[src/rtl/regfile_bp_if.sv]
// -----------------------------------------------------------------------------
// regfile_bp_if -- register-file access bundle
//
// Groups the two read ports, the write port and the ready flag of regfile_bp.
//   ren      : read enable, samples rs1/rs2 this cycle
//   rs1, rs2 : read register indices (5 bits, RV32 encoding)
//   rs1_val  : registered read data, port 1 (W bits)
//   rs2_val  : registered read data, port 2 (W bits)
//   wen      : write enable
//   rd       : write register index (5 bits)
//   rd_val   : write data (W bits)
//   ready    : high once the post-reset clear has completed
//
// Modports: master drives requests (pipeline side), slave is the register file.
// -----------------------------------------------------------------------------
interface regfile_bp_if #(
    parameter int W = 32
);
    logic         ren;
    logic [4:0]   rs1;
    logic [4:0]   rs2;
    logic [W-1:0] rs1_val;
    logic [W-1:0] rs2_val;
    logic         wen;
    logic [4:0]   rd;
    logic [W-1:0] rd_val;
    logic         ready;

    modport master (
        output ren, rs1, rs2, wen, rd, rd_val,
        input  rs1_val, rs2_val, ready
    );

    modport slave (
        input  ren, rs1, rs2, wen, rd, rd_val,
        output rs1_val, rs2_val, ready
    );
endinterface

[src/rtl/regfile_bp.sv]
// -----------------------------------------------------------------------------
// regfile_bp -- 2-read / 1-write architectural register file with optional
//               write-to-read bypass and a post-reset clear sequencer.
//
// Parameters:
//   W      : data width of every register and data port
//   NREG   : number of architectural registers (16 for RV32E, 32 otherwise)
//   BYPASS : 1 forwards a same-cycle write to the read outputs
//
// Ports:
//   clk    : single clock, rising-edge active
//   rst_n  : asynchronous active-low reset
//   bus    : regfile_bp_if.slave (ren/rs1/rs2 -> rs1_val/rs2_val,
//            wen/rd/rd_val write port, ready status)
//
// The storage array has no reset. After rst_n deasserts the CLEAR state walks
// the array writing zeros, one register per cycle (NREG cycles), then enters
// RUN and raises ready. Read data is registered (1-cycle latency). Register 0
// and indices >= NREG read as zero and ignore writes.
// -----------------------------------------------------------------------------
module regfile_bp #(
    parameter int W      = 32,
    parameter int NREG   = 32,
    parameter bit BYPASS = 1'b1
) (
    input  logic         clk,
    input  logic         rst_n,
    regfile_bp_if.slave  bus
);

    localparam int              AW   = $clog2(NREG);
    localparam logic [AW-1:0]   LAST = AW'(NREG - 1);

    typedef enum logic {
        CLEAR,
        RUN
    } state_t;

    state_t        state;
    state_t        state_next;
    logic [AW-1:0] clr_idx;
    logic [AW-1:0] clr_idx_next;

    logic [W-1:0]  regs [NREG];

    logic          mem_we;
    logic [AW-1:0] mem_addr;
    logic [W-1:0]  mem_wdata;

    logic          rs1_hi_zero;
    logic          rs2_hi_zero;
    logic          rd_hi_zero;
    logic          rs1_ok;
    logic          rs2_ok;
    logic          rd_ok;
    logic          wr_live;
    logic [W-1:0]  rs1_next;
    logic [W-1:0]  rs2_next;
    logic [W-1:0]  rs1_q;
    logic [W-1:0]  rs2_q;

    // Indices beyond the array must not alias onto a real register, so the
    // unused upper index bits have to be zero for an access to be in range.
    generate
        if (AW < 5) begin : g_range
            assign rs1_hi_zero = (bus.rs1[4:AW] == '0);
            assign rs2_hi_zero = (bus.rs2[4:AW] == '0);
            assign rd_hi_zero  = (bus.rd[4:AW]  == '0);
        end else begin : g_full
            assign rs1_hi_zero = 1'b1;
            assign rs2_hi_zero = 1'b1;
            assign rd_hi_zero  = 1'b1;
        end
    endgenerate

    // "ok" means the index names a real, writable register (not x0, in range).
    assign rs1_ok  = rs1_hi_zero && (bus.rs1 != 5'd0);
    assign rs2_ok  = rs2_hi_zero && (bus.rs2 != 5'd0);
    assign rd_ok   = rd_hi_zero  && (bus.rd  != 5'd0);
    assign wr_live = bus.wen && rd_ok;

    // Sequencer state register.
    always_ff @(posedge clk or negedge rst_n) begin
        if (!rst_n) begin
            state   <= CLEAR;
            clr_idx <= '0;
        end else begin
            state   <= state_next;
            clr_idx <= clr_idx_next;
        end
    end

    // Next-state logic also owns the single storage write port: the clear
    // sequencer and the architectural write share it, selected by state.
    always_comb begin
        state_next   = state;
        clr_idx_next = clr_idx;
        mem_we       = 1'b0;
        mem_addr     = bus.rd[AW-1:0];
        mem_wdata    = bus.rd_val;
        unique case (state)
            CLEAR: begin
                mem_we       = 1'b1;
                mem_addr     = clr_idx;
                mem_wdata    = '0;
                clr_idx_next = clr_idx + 1'b1;
                if (clr_idx == LAST) begin
                    state_next = RUN;
                end
            end
            RUN: begin
                mem_we = wr_live;
            end
        endcase
    end

    // Storage array: intentionally without reset; zeroed by the sequencer.
    always_ff @(posedge clk) begin
        if (mem_we) begin
            regs[mem_addr] <= mem_wdata;
        end
    end

    // Read selection. The bypass compares the full 5-bit indices, and wr_live
    // already excludes x0 and out-of-range writes, so a discarded write is
    // never forwarded.
    always_comb begin
        rs1_next = '0;
        rs2_next = '0;
        if (BYPASS && wr_live && (bus.rd == bus.rs1)) begin
            rs1_next = bus.rd_val;
        end else if (rs1_ok) begin
            rs1_next = regs[bus.rs1[AW-1:0]];
        end
        if (BYPASS && wr_live && (bus.rd == bus.rs2)) begin
            rs2_next = bus.rd_val;
        end else if (rs2_ok) begin
            rs2_next = regs[bus.rs2[AW-1:0]];
        end
    end

    // Registered read outputs; forced to zero while clearing so that the
    // not-yet-initialised storage is never exposed.
    always_ff @(posedge clk or negedge rst_n) begin
        if (!rst_n) begin
            rs1_q <= '0;
            rs2_q <= '0;
        end else if (state == CLEAR) begin
            rs1_q <= '0;
            rs2_q <= '0;
        end else if (bus.ren) begin
            rs1_q <= rs1_next;
            rs2_q <= rs2_next;
        end
    end

    assign bus.rs1_val = rs1_q;
    assign bus.rs2_val = rs2_q;
    assign bus.ready   = (state == RUN);

    // Once ready, it stays ready until the next reset.
    ready_sticky: assert property (@(posedge clk) disable iff (!rst_n)
        bus.ready |=> bus.ready);

    // While clearing, the read outputs hold zero.
    clear_outputs_zero: assert property (@(posedge clk) disable iff (!rst_n)
        !bus.ready |-> (rs1_q == '0 && rs2_q == '0));

endmodule

[src/flat_wrapper.sv]
// flat-port wrapper written by rule: the top's interface ports become plain ports
module regfile_bp_flat 
#(
    parameter int W      = 32,
    parameter int NREG   = 32,
    parameter bit BYPASS = 1'b1
)
  (clk, rst_n, bus_ren, bus_rs1, bus_rs2, bus_wen, bus_rd, bus_rd_val, bus_rs1_val, bus_rs2_val, bus_ready);
  regfile_bp_if #(.W(W)) bus_i ();
  input  logic clk;
  input  logic rst_n;
  input wire logic [$bits(bus_i.ren)-1:0] bus_ren;
  input wire logic [$bits(bus_i.rs1)-1:0] bus_rs1;
  input wire logic [$bits(bus_i.rs2)-1:0] bus_rs2;
  input wire logic [$bits(bus_i.wen)-1:0] bus_wen;
  input wire logic [$bits(bus_i.rd)-1:0] bus_rd;
  input wire logic [$bits(bus_i.rd_val)-1:0] bus_rd_val;
  output wire logic [$bits(bus_i.rs1_val)-1:0] bus_rs1_val;
  output wire logic [$bits(bus_i.rs2_val)-1:0] bus_rs2_val;
  output wire logic [$bits(bus_i.ready)-1:0] bus_ready;
  assign bus_i.ren = bus_ren;
  assign bus_i.rs1 = bus_rs1;
  assign bus_i.rs2 = bus_rs2;
  assign bus_i.wen = bus_wen;
  assign bus_i.rd = bus_rd;
  assign bus_i.rd_val = bus_rd_val;
  assign bus_rs1_val = bus_i.rs1_val;
  assign bus_rs2_val = bus_i.rs2_val;
  assign bus_ready = bus_i.ready;
  regfile_bp #(.W(W), .NREG(NREG), .BYPASS(BYPASS)) u_core (.clk(clk), .rst_n(rst_n), .bus(bus_i));
endmodule
[config.mk]
export PLATFORM = sky130hd
export DESIGN_NAME = regfile_bp_flat
export DESIGN_NICKNAME = d
export VERILOG_FILES = /design/src/rtl/regfile_bp_if.sv /design/src/rtl/regfile_bp.sv /design/src/flat_wrapper.sv
export SDC_FILE = /design/constraint.sdc
export NUM_CORES = 1
export LEC_CHECK = 0
export ABC_CLOCK_PERIOD_IN_PS = 4300
export CORE_MARGIN = 2
export CORE_UTILIZATION = 55
export DETAILED_ROUTE_END_ITERATION = 7
export PLACE_DENSITY = 0.75
export RECOVER_POWER = 25
export SLEW_MARGIN = 20
export SYNTH_ARGS = -nofsm -noshare
export SYNTH_HDL_FRONTEND = slang
export SYNTH_SLANG_ARGS = --single-unit
[constraint.sdc]
create_clock -name clk -period 4.3 [get_ports clk]
set_clock_uncertainty 0.15 [all_clocks]
set_input_delay 1.075 -clock clk [delete_from_list [all_inputs] [get_ports clk]]
set_output_delay 1.075 -clock clk [all_outputs]
set_load 0.005 [all_outputs]
==> metrics.txt <==
Final setup viols=0; synth cell count leaders=edfxtp_1 (1024), mux4_2 (389), mux2i_1 (243), clkbuf_1 (113), o22ai_1 (89); GRT Residual Overflow=0; syn_nets=2830; cell family contributing the most delay on the critical path=buffers and inverters; WP data arrival=2580 ps; setup bufs post-CTS=0; Max-cap violations=10; Final nets=3001; worst path buffer plus inverter count=2; worst rel slew slack=-1.03; pwr dens=415 mW/mm2; synth top area cells=edfxtp_1 (61%), mux4_2 (17%), mux2i_1 (4.8%), dfrtp_1 (3.5%), o22ai_1 (1.1%); CTS H-tree depth=3; CTS Buf Count=104; root buffer cell=clkbuf_16; WP data required=3070 ps; status=finished, violations left; Hold-fix buffers, CTS=0; kind of critical path=reg2out; sequential share of the synthesized area=0.641; via count=32200; final hold violations=0; GPL Wtd Cong=0.902; first drt pass iteration count=8; crit-path max cell delay=680 ps; Post-DP HPWL=98.9 mm; Slowest cell on crit path=buf_4; Ys Warns=0; CP Capture Type=primary output; fin crit share=0.886; DIE AREA=0.0946 mm2; setup slack after layout=491 ps; # resized after CTS=0; Slew Limit Fails=301; I/O pin cnt=116; initial antenna violation count=8; top cell type by total area after synthesis=edfxtp_1; Worst Hold End=u_core.bus.rs2_val[17]; most frequent cell after synthesis=edfxtp_1; TritonCTS clock tree=built; clk sinks=1094; Max Freq=263 MHz; Hold Crit Start=u_core.bus.rs2_val[17]; Synth-to-Final Area Change=14.5%; critical path fanouts, max=53; VDD IR-drop max=299 uV; #FFs+latches synth=1094; reg-to-reg slack, setup=770 ps; Worst-path clk slew=60 ps; worst reg-to-reg path cell count=6; Reg area=0.0325 mm2; DRC Markers=0; post-synthesis cell count=2777; gr usage total=0.337; failing checks=capacitance limit, slew limit; clock latency on the worst-skew pair=690 ps; chip height=308 um; Core ar.=0.0915 mm2; post-synth top area share=0.607; largest net degree at the start of global routing=61; DR iter-0 viols=5288; Period minus WS final=3810 ps; first-pass GRT wire length=228 mm; post-route ant nets=0; Worst R2R Start=u_core.bus.ready; RSZ-0062 raised after global routing=no; Max clock buf depth=3; Pleak=0.0191 uW; post-synthesis average cell area=18.3 um2; synth unique cells=59; Cell Chain, Critical Path=buf_4, clkdlybuf4s50_1; Die Width=308 um; vias in the first global route=32700; Routed WL=158 mm; r2r endpoint=u_core.regs[6][4]; Critical Path Start Type=register; Hold Crit Class=reg2reg; Slew @ Worst Pin=3040 ps; worst slack, placed=262 ps; EDFF count, synth=1024; # rows=111; Initial Utilization=0.554; mapped cell area=0.0507 mm2; Hold Path Stages=2; final setup TNS=0 ps; post-DR vias/cell=7.61; Post-synth ARST share=0.0640; IO buf count=115; WL/cell=37.5 um; crit path launch=u_core.bus.ready; layout cell share with drive strength beyond 1=0.276; fillers=6069; top_reg_cell synth=edfxtp_1; multi-input logic area=0.0173 mm2
## registers in the layout (all words and copies together), names as in the netlist
name                count
u_core.clr_idx          5
u_core.bus.ready        1
u_core.regs          1024
u_core.bus.rs1_val     32
u_core.bus.rs2_val     32
## cells in the final DEF, fill, tap and decap left out, types with 32 or more instances in the layout
| cell type | Yosys | final |
|---|---|---|
| dfrtp_1 | 70 | 70 |
| a221oi_1 | 32 | 32 |
| a22o_1 | 56 | 56 |
| nor2_4 | 0 | 34 |
| nand2_1 | 52 | 51 |
| clkbuf_16 | 0 | 109 |
| o22ai_1 | 89 | 89 |
| a22oi_1 | 37 | 37 |
| mux2i_1 | 243 | 243 |
| edfxtp_1 | 1024 | 1024 |
| nor3_1 | 62 | 62 |
| buf_4 | 28 | 145 |
| mux4_2 | 389 | 389 |
| clkdlybuf4s50_1 | 0 | 105 |
| buf_12 | 0 | 39 |
| a211oi_1 | 49 | 49 |
| o221ai_1 | 60 | 60 |
| mux2_2 | 33 | 33 |
## cell type report
type	instances	share of cell area
Tap cell	1186	0.0256
Clock inverter	64	0.0147
Sequential cell	1094	0.560
Inverter	5	0.000323
Antenna cell	5	0.000216
Multi-Input combinational cell	1434	0.298
Clock buffer	131	0.0489
Timing Repair Buffer	309	0.0528
## tightest hold or removal path, cell delays in order (launching register included)
cell and delay, ps:
dfrtp_1 350, a22oi_1 70, o31ai_1 70
## cell families after synthesis
kind of cell / count (synthesis) / synth area share
adder cells (fa/ha/maj): 2 / 0.000494
buffers and inverters: 249 / 0.0243
AND/OR/NAND/NOR: 247 / 0.0245
multiplexers: 666 / 0.229
XOR/XNOR: 13 / 0.00225
flip-flops: 1094 / 0.641
AO/OA/AOI/OAI: 506 / 0.0788
## metrics by stage
| step | util | std cells | instance area [um2] | power (uW) | hold slack, ps |
|---|---|---|---|---|---|
| 3_5_place_dp | 0.594 | 4024 | 54400 | 14300 | 361 |
| 3_3_place_gp | 0.594 | 4024 | 54400 | 14300 | 356 |
| 6_report | 0.634 | 4228 | 58100 | 24100 | 376 |
| 5_1_grt | 0.634 | 4223 | 58000 | 24600 | 412 |
| 4_1_cts | 0.634 | 4219 | 58100 | 24100 | 287 |
| 2_1_floorplan | - | 2777 | 50700 | 13300 | 346 |
## power breakdown
part / internal (uW) / switching (uW)
Sequential: 11800 / 116
Clock: 5940 / 3990
Combinational: 977 / 1310
Total: 18700 / 5410
## worst max path at each step
stage / cells after the start / endpoint
2_1_floorplan: 4 / u_core.regs[5][0]
6_report: 2 / bus_ready
5_1_grt: 2 / u_core.bus.rs1_val[2]
3_3_place_gp: 8 / u_core.bus.rs1_val[4]
4_1_cts: 2 / bus_ready
3_5_place_dp: 8 / u_core.bus.rs1_val[24]
## routing by layer
metal  track usage  vias up  share of wire
met5             0        -        0.00025
met4         0.160        6          0.050
met1         0.443    16500           0.35
met3         0.105      522           0.14
met2         0.515     2819           0.46
li1              -    12300              -
(Power assumes the default switching activity.)
